`src/rtl/round_timer.sv`:
```
// round_timer -- countdown timer for a game round, in whole seconds.
//
// One Ten pulse counts down one second while running. The round length
// can be reloaded (it saturates at 99). Start begins, resumes or
// restarts a round. Pause holds the count. Only one event acts per
// cycle, in this priority order: Reset, Load, Start, Pause, Ten.
//
// Parameters:
//   DEFAULT_SECONDS  Round length loaded at reset (1..99).
//
// Ports:
//   Clock      in   System clock. Everything changes on the rising edge.
//   Reset      in   Synchronous reset, active low.
//   Ten        in   Single-cycle pulse. Each pulse is one timer second.
//   Load       in   Load LoadValue. Only acts in IDLE or EXPIRED.
//   LoadValue  in   [6:0] Round length in seconds. Saturates at 99.
//   Start      in   Start, resume or restart the round.
//   Pause      in   Pause a running round.
//   Remaining  out  [6:0] Registered count of seconds left (0..99).
//   Tens       out  [3:0] BCD tens digit of Remaining.
//   Ones       out  [3:0] BCD ones digit of Remaining.
//   Running    out  Registered. High only in RUN.
//   Expired    out  Registered. High only in EXPIRED.
//   TimeUp     out  Registered. High for one cycle when EXPIRED is entered.
module round_timer #(
    parameter int unsigned DEFAULT_SECONDS = 60
) (
    input  logic       Clock,
    input  logic       Reset,
    input  logic       Ten,
    input  logic       Load,
    input  logic [6:0] LoadValue,
    input  logic       Start,
    input  logic       Pause,
    output logic [6:0] Remaining,
    output logic [3:0] Tens,
    output logic [3:0] Ones,
    output logic       Running,
    output logic       Expired,
    output logic       TimeUp
);

    typedef enum logic [1:0] {
        IDLE    = 2'd0,
        RUN     = 2'd1,
        PAUSED  = 2'd2,
        EXPIRED = 2'd3
    } state_t;

    localparam logic [6:0] MAX_SECONDS = 7'd99;
    localparam logic [6:0] INIT_VALUE  = 7'(DEFAULT_SECONDS);

    state_t     state, state_next;
    logic [6:0] reload, reload_next;
    logic [6:0] remaining_next;
    logic       time_up_next;
    logic [6:0] load_clamped;

    assign load_clamped = (LoadValue > MAX_SECONDS) ? MAX_SECONDS : LoadValue;

    always_ff @(posedge Clock) begin
        if (!Reset) begin
            state     <= IDLE;
            Remaining <= INIT_VALUE;
            reload    <= INIT_VALUE;
            Running   <= 1'b0;
            Expired   <= 1'b0;
            TimeUp    <= 1'b0;
        end else begin
            state     <= state_next;
            Remaining <= remaining_next;
            reload    <= reload_next;
            // Flags come from the next state, so they change on the same
            // edge as the state register.
            Running   <= (state_next == RUN);
            Expired   <= (state_next == EXPIRED);
            TimeUp    <= time_up_next;
        end
    end

    // An event that does not apply in the current state does not block
    // lower-priority events. For example, Load during RUN lets Ten act.
    always_comb begin
        state_next     = state;
        remaining_next = Remaining;
        reload_next    = reload;
        time_up_next   = 1'b0;

        if (Load && (state == IDLE || state == EXPIRED)) begin
            remaining_next = load_clamped;
            reload_next    = load_clamped;
            state_next     = IDLE;
        end else begin
            unique case (state)
                IDLE: begin
                    if (Start && Remaining != '0) begin
                        state_next = RUN;
                    end
                end
                RUN: begin
                    if (Pause) begin
                        state_next = PAUSED;
                    end else if (Ten) begin
                        // A count of 0 in RUN cannot happen. It is grouped
                        // with 1 so the count can never wrap.
                        if (Remaining > 7'd1) begin
                            remaining_next = Remaining - 7'd1;
                        end else begin
                            remaining_next = '0;
                            state_next     = EXPIRED;
                            time_up_next   = 1'b1;
                        end
                    end
                end
                PAUSED: begin
                    if (Start) begin
                        state_next = RUN;
                    end
                end
                EXPIRED: begin
                    if (Start && reload != '0) begin
                        remaining_next = reload;
                        state_next     = RUN;
                    end
                end
                default: begin
                    state_next = IDLE;
                end
            endcase
        end
    end

    // Binary-to-BCD conversion for 0..99. The largest matching decade sets
    // the tens digit, and the rest of the count is the ones digit.
    always_comb begin
        Tens = '0;
        Ones = Remaining[3:0];
        for (int unsigned i = 1; i <= 9; i++) begin
            if (Remaining >= 7'(i * 10)) begin
                Tens = 4'(i);
                Ones = 4'(Remaining - 7'(i * 10));
            end
        end
    end

endmodule

```
`config.mk`:
```
export PLATFORM = sky130hd
export DESIGN_NAME = round_timer
export DESIGN_NICKNAME = d
export VERILOG_FILES = /design/src/rtl/round_timer.sv
export SDC_FILE = /design/constraint.sdc
export NUM_CORES = 1
export LEC_CHECK = 0
export BUFFER_PORTS_ARGS = -buffer_cell sky130_fd_sc_hd__buf_2
export CORE_ASPECT_RATIO = 2
export CORE_MARGIN = 1.5
export CORE_UTILIZATION = 50
export CTS_BUF_LIST = sky130_fd_sc_hd__clkbuf_16
export DETAILED_ROUTE_END_ITERATION = 16
export GPL_TIMING_DRIVEN = 0
export PLACE_DENSITY_LB_ADDON = 0.15
export SETUP_SLACK_MARGIN = 0.02
export SYNTH_ARGS = -nofsm -noshare
export SYNTH_HDL_FRONTEND = slang
export SYNTH_SLANG_ARGS = --single-unit
```
`constraint.sdc`:
```
create_clock -name Clock -period 2.4 [get_ports Clock]
set_input_delay 0.36 -clock Clock [delete_from_list [all_inputs] [get_ports Clock]]
set_output_delay 0.36 -clock Clock [all_outputs]
set_load 0.05 [all_outputs]
```
==> flow_summary.json <==
{
  "status": "complete, but fails checks",
  "violations": "negative setup slack",
  "synth.distinct_cells": 55,
  "busiest_layer": "met2",
  "p_leak_nw": 1.08,
  "syn_area_mm2": 0.00181,
  "criticalPathCategory": "reg2out",
  "initialDrtViolationCount": 166,
  "antenna_found_initial": 0,
  "setup_violations": 5,
  "timing.final.crit_share_pct": 113,
  "met1_usage_pct": 29.7,
  "ys_seq_area_share_pct": 21.1,
  "critical_path_depth": 8,
  "relSlewSlack_pct": 59.9,
  "cp_max_fo": 5,
  "path_delay_family": "compound AO/OA/AOI/OAI gates",
  "die_area_mm2": 0.00400,
  "worst_slew_pin_slew_ns": 0.599,
  "use_met3_pct": 3.51,
  "max_freq_mhz": 369,
  "io_buffers": 30,
  "synth_top_area_share_pct": 21.1,
  "ys_top_cells_by_count": "nand2_1 (22), nor2_1 (22), dfxtp_1 (19)",
  "clock_path_buffers": 2,
  "drc": 0,
  "dr.pass1.iters": 4,
  "io_pins": 31,
  "cp_slowest_cell": "dfxtp_4",
  "htreeDepth": 1,
  "drive_gt1_share_pct": 36.2,
  "postSynthAreaPerCell_um2": 7.47,
  "holdCritPathClass": "in2reg",
  "clkTransAtPathRegs_ns": 0.06,
  "dp_cells": 320,
  "ys_seq_elements": 19,
  "fill_cells": 256,
  "fin_skew_ns": 0.00271,
  "ys.flop_type": "dfxtp_1",
  "place_ws_ns": -0.559,
  "synthArstFlopShare_pct": 0,
  "initial_core_util_pct": 52.9,
  "place.gp.congestion": 0.983,
  "clock_latency_ns": 0.25,
  "die_y_um": 88.0,
  "path_buf_inv": 3,
  "core_area_mm2": 0.00342,
  "clock_sinks": 19,
  "clockRootBuffer": "clkbuf_16",
  "cp-start-kind": "flop",
  "yosysWarnings": 0,
  "hold_depth": 3,
  "rrSetupSlack_ns": 0.12,
  "via_per_inst": 6.08,
  "wl_um": 6170,
  "synth_top_area_cell": "dfxtp_1",
  "critPathRequiredTime_ns": 2.04,
  "numCtsBuffers": 3,
  "die_x_um": 45.5,
  "cp-end-kind": "primary output",
  "cp_cell_sequence": "clkbuf_16, clkinvlp_4, ha_4, a221oi_4, mux2i_2, a221oi_2, o32ai_4, buf_6",
  "cpPeakStageDelay_ns": 0.38,
  "yosys-top-cells-area": "dfxtp_1 (21%), ha_1 (12%), a21oi_1 (5.0%), nand2_1 (4.6%), nor2_1 (4.6%)",
  "drv_cap": 0,
  "postRouteAntennaNets": 0,
  "global_route.usage.met2_pct": 59.5,
  "hold_viol_final": 0,
  "rsz0062_at_grt": "true",
  "diodes": 0,
  "power.density_mw_per_mm2": 650,
  "min_period_ns": 2.71,
  "grt_pass1_wl_um": 9580,
  "cts_tree": "built",
  "grt_max_degree": 12,
  "worstPathArrival_ns": 2.35,
  "placementRows": 30,
  "drt-wirelength-per-cell_um": 17.7,
  "dr_total_vias": 2123,
  "setup_ws_ns": -0.309,
  "synth-edff-count": 0,
  "synth_nets": 272,
  "hpwl_um": 4320,
  "final_nets": 332,
  "slew_violations": 0,
  "ir_worst_vdd_uv": 564,
  "grt_overflow": 0,
  "syn-instance-count": 242,
  "area_growth_pct": 46.0,
  "reg2reg_depth": 10,
  "finalNonFillerCells": 349,
  "track_usage_pct": 32.3,
  "grt_pass1_vias": 2046
}
## worst paths after layout
check / startpoint / to
worst max-delay path: Remaining[2]$_SDFFE_PN1P_ / Ones[2]
worst min-delay path: LoadValue[2] / reload[2]$_SDFFE_PN1P_
worst max register to register: Remaining[3]$_SDFFE_PN1P_ / Remaining[2]$_SDFFE_PN1P_
worst min register to register: reload[4]$_SDFFE_PN1P_ / reload[4]$_SDFFE_PN1P_
## layout by cell type (no fill, tap or decap), types with 7 or more instances in the layout
master,count
buf_4,26
buf_2,25
nand2_1,21
inv_1,13
o21ai_0,12
clkbuf_1,7
nor2_1,19
o211ai_1,9
buf_6,9
a21oi_1,16
ha_1,11
dfxtp_1,15
## power by group
group	internal (mW)	leakage (nW)	switching (mW)
combinational	0.397	0.878	0.592
clock	0.223	0.0409	0.123
sequential	0.345	0.157	0.0338
total	0.965	1.08	0.749
## logic make-up (layout without fill, tap and decap cells)
group | after synthesis | after routing | synth area share [%]
multiplexers | 1 | 1 | 0.554
XOR/XNOR | 2 | 2 | 0.970
AND/OR/NAND/NOR | 77 | 77 | 20.8
adder cells (fa/ha/maj) | 17 | 17 | 11.8
flip-flops | 19 | 19 | 21.1
AO/OA/AOI/OAI | 94 | 94 | 37.3
buffers and inverters | 32 | 91 | 7.55
## flip-flops by register name, summed over array words and instances, names as in the netlist
register   cells
Expired        1
Remaining      7
Running        1
TimeUp         1
reload         7
state          2
## metrics by stage
stage | hold WS (ns) | TNS (ns) | util, % | power, mW | cell area [um^2]
after floorplan | 0.435 | -0.442 | - | 0.985 | 1930
after global placement | 0.444 | -1.98 | 62.5 | 1.14 | 2140
after detailed placement | 0.450 | -1.84 | 62.5 | 1.15 | 2140
after CTS | 0.390 | -0.981 | 72.7 | 1.63 | 2480
after global routing | 0.408 | -1.45 | 77.2 | 1.78 | 2640
final | 0.392 | -1.03 | 77.2 | 1.71 | 2640
## repair_timing
| item | CTS | global route |
|---|---|---|
| endpoints found under the setup margin | 14 | 17 |
| resized for setup | 29 | 26 |
| buffers inserted | 17 | 9 |
| pin swaps | 11 | 13 |
| hold buffers | 0 | 0 |
## worst register-to-register path, cell delays in order (launching register included)
cell        delay [ns]
dfxtp_2           0.39
buf_6             0.18
buf_6             0.17
clkinvlp_4        0.16
ha_2              0.24
a22oi_2           0.31
buf_4             0.20
buf_4             0.11
o211ai_1          0.09
a22oi_1           0.22
o22a_1            0.15
## area by class of cell
cell class	count	area, um^2	area share [%]
multi-input cells	191	1530	58.1
repair buffers	56	395	15.0
flip-flops and latches	19	390	14.8
plain buffers	14	105	3.98
clock buffers	3	75.1	2.85
inverters	17	75.1	2.85
well taps	48	60.1	2.28
clock inverters	1	5.00	0.190
## metal layers
metal | up-vias | wire (um)
met5 | - | 0
met4 | 0 | 341
met3 | 31 | 229
met2 | 94 | 3510
met1 | 985 | 2090
li1 | 1013 | -
No activity file was read; power rests on OpenSTA's default activity.
